**config.mk**
```make
export PLATFORM = sky130hd
export DESIGN_NAME = display_scan_out
export DESIGN_NICKNAME = d
export VERILOG_FILES = /design/src/rtl/display_scan_out.sv
export SDC_FILE = /design/constraint.sdc
export NUM_CORES = 1
export LEC_CHECK = 0
export ABC_AREA = 1
export CORE_UTILIZATION = 59
export CTS_CLUSTER_SIZE = 8
export DETAILED_ROUTE_END_ITERATION = 10
export HOLD_SLACK_MARGIN = 0.02
export PLACE_DENSITY_LB_ADDON = 0.3
export SYNTH_ARGS = -nofsm -noshare
export SYNTH_HDL_FRONTEND = slang
export SYNTH_SLANG_ARGS = --single-unit
export TNS_END_PERCENT = 50
```
**constraint.sdc**
```tcl
create_clock -name clk -period 7.1 [get_ports clk]
set_input_delay 1.42 -clock clk [delete_from_list [all_inputs] [get_ports clk]]
set_output_delay 1.42 -clock clk [all_outputs]
set_load 0.005 [all_outputs]
```
**src/rtl/display_scan_out.sv**
```systemverilog
// rtl/display_scan_out.sv - raster timing generator and pixel output stage for the panel
module display_scan_out #(
   parameter int          HSYNC_W  = 2,
   parameter int          VSYNC_W  = 1,
   parameter logic [31:0] FILL_PIX = 32'h0
) (
   input  logic        clk,
   input  logic        reset,
   input  logic        CSDisplay,
   input  logic [9:0]  HBOut_PD,
   input  logic [9:0]  VBOut_PD,
   input  logic [9:0]  AIPOut_PD,
   input  logic [9:0]  AILOut_PD,
   input  logic [31:0] PixData,
   input  logic        PixValid,
   output logic        PixReady,
   output logic [31:0] PixelOut,
   output logic        DE,
   output logic        HSync,
   output logic        VSync,
   output logic        FrameDone,
   output logic [7:0]  FrameCnt,
   output logic        Underflow,
   output logic        ConfigErr
);

   // Sync widths widened by one bit so a 10-bit counter never wraps the compare.
   localparam logic [10:0] HSW = 11'(HSYNC_W);
   localparam logic [10:0] VSW = 11'(VSYNC_W);

   typedef enum logic [1:0] {IDLE, ACTIVE, HBLANK, VBLANK} state_t;

   state_t      state_q, state_d;
   logic [9:0]  hcnt_q, hcnt_d;
   logic [9:0]  vcnt_q, vcnt_d;
   logic [9:0]  vline_q, vline_d;
   // Blank lines are walked as an active-length phase followed by a blank-length
   // phase so the horizontal counter stays within 10 bits.
   logic        vphase_q, vphase_d;
   logic [9:0]  aip_q, aip_d, hb_q, hb_d, ail_q, ail_d, vb_q, vb_d;
   logic [31:0] pix_q, pix_d;
   logic        de_q, de_d, hs_q, hs_d, vs_q, vs_d;
   logic        fd_q, fd_d, uf_q, uf_d, ce_q, ce_d;
   logic [7:0]  fcnt_q, fcnt_d;
   logic        line_end, vline_end, frame_end, start;

   // Next-state, counter and registered-output computation.
   always_comb begin
      state_d   = state_q;
      hcnt_d    = hcnt_q;
      vcnt_d    = vcnt_q;
      vline_d   = vline_q;
      vphase_d  = vphase_q;
      aip_d     = aip_q;
      hb_d      = hb_q;
      ail_d     = ail_q;
      vb_d      = vb_q;
      pix_d     = pix_q;
      de_d      = 1'b0;
      hs_d      = 1'b0;
      vs_d      = 1'b0;
      fd_d      = 1'b0;
      fcnt_d    = fcnt_q;
      uf_d      = uf_q;
      ce_d      = ce_q;
      line_end  = 1'b0;
      vline_end = 1'b0;
      frame_end = 1'b0;
      start     = 1'b0;

      case (state_q)
         IDLE: start = CSDisplay;
         ACTIVE: begin
            de_d  = 1'b1;
            pix_d = PixValid ? PixData : FILL_PIX;
            if (!PixValid) uf_d = 1'b1;
            if (hcnt_q == aip_q - 10'd1) begin
               if (hb_q != 10'd0) begin
                  state_d = HBLANK;
                  hcnt_d  = 10'd0;
               end else begin
                  line_end = 1'b1;
               end
            end else begin
               hcnt_d = hcnt_q + 10'd1;
            end
         end
         HBLANK: begin
            hs_d = ({1'b0, hcnt_q} < HSW);
            if (hcnt_q == hb_q - 10'd1) line_end = 1'b1;
            else                        hcnt_d   = hcnt_q + 10'd1;
         end
         VBLANK: begin
            vs_d = ({1'b0, vline_q} < VSW);
            if (!vphase_q) begin
               if (hcnt_q == aip_q - 10'd1) begin
                  if (hb_q != 10'd0) begin
                     vphase_d = 1'b1;
                     hcnt_d   = 10'd0;
                  end else begin
                     vline_end = 1'b1;
                  end
               end else begin
                  hcnt_d = hcnt_q + 10'd1;
               end
            end else begin
               if (hcnt_q == hb_q - 10'd1) vline_end = 1'b1;
               else                        hcnt_d    = hcnt_q + 10'd1;
            end
         end
         default: state_d = IDLE;
      endcase

      if (line_end) begin
         hcnt_d = 10'd0;
         if (vcnt_q != ail_q - 10'd1) begin
            vcnt_d  = vcnt_q + 10'd1;
            state_d = ACTIVE;
         end else if (vb_q != 10'd0) begin
            state_d  = VBLANK;
            vline_d  = 10'd0;
            vphase_d = 1'b0;
         end else begin
            frame_end = 1'b1;
         end
      end

      if (vline_end) begin
         hcnt_d   = 10'd0;
         vphase_d = 1'b0;
         if (vline_q == vb_q - 10'd1) frame_end = 1'b1;
         else                         vline_d   = vline_q + 10'd1;
      end

      if (frame_end) begin
         fd_d    = 1'b1;
         fcnt_d  = fcnt_q + 8'd1;
         state_d = IDLE;
         start   = CSDisplay;
      end

      // Sizes are captured only here, so mid-frame edits wait for the next frame.
      if (start) begin
         if (AIPOut_PD != 10'd0 && AILOut_PD != 10'd0) begin
            aip_d   = AIPOut_PD;
            hb_d    = HBOut_PD;
            ail_d   = AILOut_PD;
            vb_d    = VBOut_PD;
            state_d = ACTIVE;
            hcnt_d  = 10'd0;
            vcnt_d  = 10'd0;
         end else begin
            ce_d    = 1'b1;
            state_d = IDLE;
         end
      end
   end

   // State, counters, latched sizes and registered outputs.
   always_ff @(posedge clk or negedge reset) begin
      if (!reset) begin
         state_q  <= IDLE;
         hcnt_q   <= '0;
         vcnt_q   <= '0;
         vline_q  <= '0;
         vphase_q <= 1'b0;
         aip_q    <= '0;
         hb_q     <= '0;
         ail_q    <= '0;
         vb_q     <= '0;
         pix_q    <= '0;
         de_q     <= 1'b0;
         hs_q     <= 1'b0;
         vs_q     <= 1'b0;
         fd_q     <= 1'b0;
         fcnt_q   <= '0;
         uf_q     <= 1'b0;
         ce_q     <= 1'b0;
      end else begin
         state_q  <= state_d;
         hcnt_q   <= hcnt_d;
         vcnt_q   <= vcnt_d;
         vline_q  <= vline_d;
         vphase_q <= vphase_d;
         aip_q    <= aip_d;
         hb_q     <= hb_d;
         ail_q    <= ail_d;
         vb_q     <= vb_d;
         pix_q    <= pix_d;
         de_q     <= de_d;
         hs_q     <= hs_d;
         vs_q     <= vs_d;
         fd_q     <= fd_d;
         fcnt_q   <= fcnt_d;
         uf_q     <= uf_d;
         ce_q     <= ce_d;
      end
   end

   assign PixReady  = (state_q == ACTIVE);
   assign PixelOut  = pix_q;
   assign DE        = de_q;
   assign HSync     = hs_q;
   assign VSync     = vs_q;
   assign FrameDone = fd_q;
   assign FrameCnt  = fcnt_q;
   assign Underflow = uf_q;
   assign ConfigErr = ce_q;

endmodule

```
==> qor.yml <==
core.rowCount: 41
yosysTopAreaCell: "dfrtp_1"
gr-total-overflow: 0
drt_first_pass_iters: 5
clk_latency_ps: 430
cts_hold_buffers: 0
final_area_sq_um: 9803
irDropWorstVdd_mv: 0.2462
drc_errors: 0
switchingPower_mw: 1.657
n_antenna_cell: 0
hold_class: "reg2reg"
drive_gt1_share_pct: 4.837
worstMarginPinSlew_ps: 1197
start_util_pct: 61.45
clk_pin_slew_ps: 60
criticalPathCategory: "reg2reg"
period_share_pct: 54.35
max-cap-violations: 0
grt_pass1_wl_um: 36820
grt_pass1_vias: 7643
synth_edf_count: 0
fin_nets: 1338
finalSetupTns_ps: 0
clockBufferDepth: 2
p_int_mw: 2.189
core-area_sq_um: 12820
p_per_area_nw_per_um2: 392.3
grt_usage_pct: 32.85
cp.required_ps: 7390
status: "complete, no violations"
setup_viol: 0
cts_buffers: 17
swShare_pct: 43.09
clkPwrFrac_pct: 24.3
leakage_nw: 4.940
num_vias: 8147
hold_viol_final: 0
port_buffers: 122
dp.final_hpwl_um: 15200
fin_crit_ps: 3859
pwr-share-seq_pct: 30.0
cts.sinks: 119
die_w_um: 117.6
syn_area_sq_um: 7881
ioPinCount: 123
placed_area_sq_um: 9168
clock.fmax_mhz: 259.2
synth_nets: 1236
power_mw: 3.846
slew_violations: 0
area_delta_synth_final_pct: 24.38
comb_power_share_pct: 45.8
die_y_um: 117.6
yosysMostFrequentCell: "nand2_1"
htree_levels: 4
synth-warning-count: 0
cts_resized: 0
clock_skew_ps: 13.45
vias_per_cell: 5.685
antenna_found_initial: 0
tritoncts: "yes"
synth_common_cells: "nand2_1 (384), nand3_1 (128), dfrtp_1 (119), nor2_1 (110), inv_1 (102)"
synthesis.instances: 1146
r2r_slack_ps: 3240
relSlewSlack_pct: 19.97
cp-start-kind: "flop"
place.gp.congestion: 0.9289
synthTopCellsByArea: "dfrtp_1 (38%), nand2_1 (18%), nand3_1 (8.1%), nor2_1 (5.2%), inv_1 (4.9%)"
drtAntennaViolNets: 0
synth_seq_cells: 119
rsz0062_at_grt: "false"
drt-total-wl_um: 21940
cp.arrival_ps: 4150
synth.yosys.seq_area_share_pct: 37.78
first_iter_violations: 532
netlist.area_leader.share_pct: 37.78
synthArstFlopShare_pct: 100.0
post_cts_buffers: 0
syn_area_per_cell_sq_um: 6.877
root_buffer: "clkbuf_16"
ys_types: 40
crit_path_end_kind: "flop"
cp_max_fo: 49
die_area_sq_um: 13820
ys.flop_type: "dfrtp_1"
wire_per_inst_um: 15.31
grt_max_degree: 72
## worst max-delay path: stages, from the launching register on
cell and delay [ps]:
dfrtp_1 440, inv_1 180, ha_1 240, nand3_1 230
nor2_2 240, nand2_1 100, nand2_1 90, nand3_1 80
nor2_1 100, nand3_1 170, nor2_1 180, nand3_2 120
nand3_4 400, nand3_4 600, nand2_2 430, nor2_1 100
## logic make-up (layout without fill, tap and decap cells)
family	Yosys count	in the layout	share of synthesized area, %
buffers and inverters	155	270	7.779
DFF	119	119	37.78
AOI/OAI and AO/OA	78	78	5.842
and+or+nand+nor	723	723	40.04
adders and majority gates	14	14	2.223
xor gates and xnor gates	57	57	6.334
## per-layer routing
layer  global-route usage, %  vias up  routed length [um]  share of wire, %
met5                       0        -                   0                 0
met4                   11.94        0                 525               2.4
met3                   9.254       55                1917               8.7
met2                   54.11      356               10430                48
met1                   41.11     3802                9065                41
li1                        -     3934                   -                 -
## final cells by class
cell class / instances / area, sq um
clock buffer: 18 / 439.2
clock inverter: 14 / 196.4
fill: 972 / 3022
inverter: 112 / 420.4
multi-input combinational: 872 / 4305
sequential: 119 / 2978
tap: 172 / 215.2
timing repair buffer: 126 / 1249
## power groups by stage
stage | sequential [mW] | clock, mW | combinational, mW
floorplan | 1.07 | 0 | 1.27
CTS | 1.15 | 0.937 | 1.74
global route | 1.18 | 0.973 | 1.99
global placement | 1.14 | 0 | 1.67
detailed placement | 1.15 | 0 | 1.71
finish | 1.15 | 0.933 | 1.76
## worst paths after layout
kind,startpoint,cells past startpoint,to
worst max register to register,ail_q[0]$_DFFE_PN0P_,15,hcnt_q[5]$_DFF_PN0_
max in group asynchronous,reset,2,ail_q[1]$_DFFE_PN0P_
worst min register to register,vline_q[7]$_DFF_PN0_,1,VSync$_DFF_PN0_
worst max-delay path,ail_q[0]$_DFFE_PN0P_,15,hcnt_q[5]$_DFF_PN0_
worst min-delay path,vline_q[7]$_DFF_PN0_,1,VSync$_DFF_PN0_
min in group asynchronous,reset,1,aip_q[8]$_DFFE_PN0P_
## layout by cell type, fill, tap and decap left out, drive strengths merged, types with 2 or more instances in the layout
cell type / n
a31oi: 6
nand3b: 3
xnor2: 18
dfrtp: 119
inv: 111
a21o: 2
buf: 5
o21bai: 5
clkbuf: 18
nand2: 386
ha: 14
nor2: 115
xor2: 39
a21oi: 19
bufinv: 4
a21boi: 2
or2: 4
nand3: 132
clkdlybuf4s50: 121
nor4: 10
clkinv: 8
and3: 3
o21ai: 29
nand4: 55
clkinvlp: 3
nor3: 14
o211ai: 13
## stage by stage
stage / hold slack, ps / utilization (%) / std cells / setup WS (ps)
after CTS: 462.7 / 76.44 / 1433 / 3300
after global placement: 448.8 / 71.48 / 1401 / 3435
after global routing: 489.6 / 76.44 / 1433 / 2836
final: 465.8 / 76.44 / 1433 / 3241
after detailed placement: 436.5 / 71.48 / 1401 / 3374
after floorplan: 407.5 / - / 1146 / 4386
## registers in the layout (all words and copies together) (netlist names)
name,cells
vb_q,10
vcnt_q,10
FrameDone,1
HSync,1
aip_q,10
Underflow,1
PixelOut,32
DE,1
FrameCnt,8
ConfigErr,1
hcnt_q,10
hb_q,10
ail_q,10
VSync,1
vline_q,10
vphase_q,1
state_q,2
(Power assumes the default switching activity.)
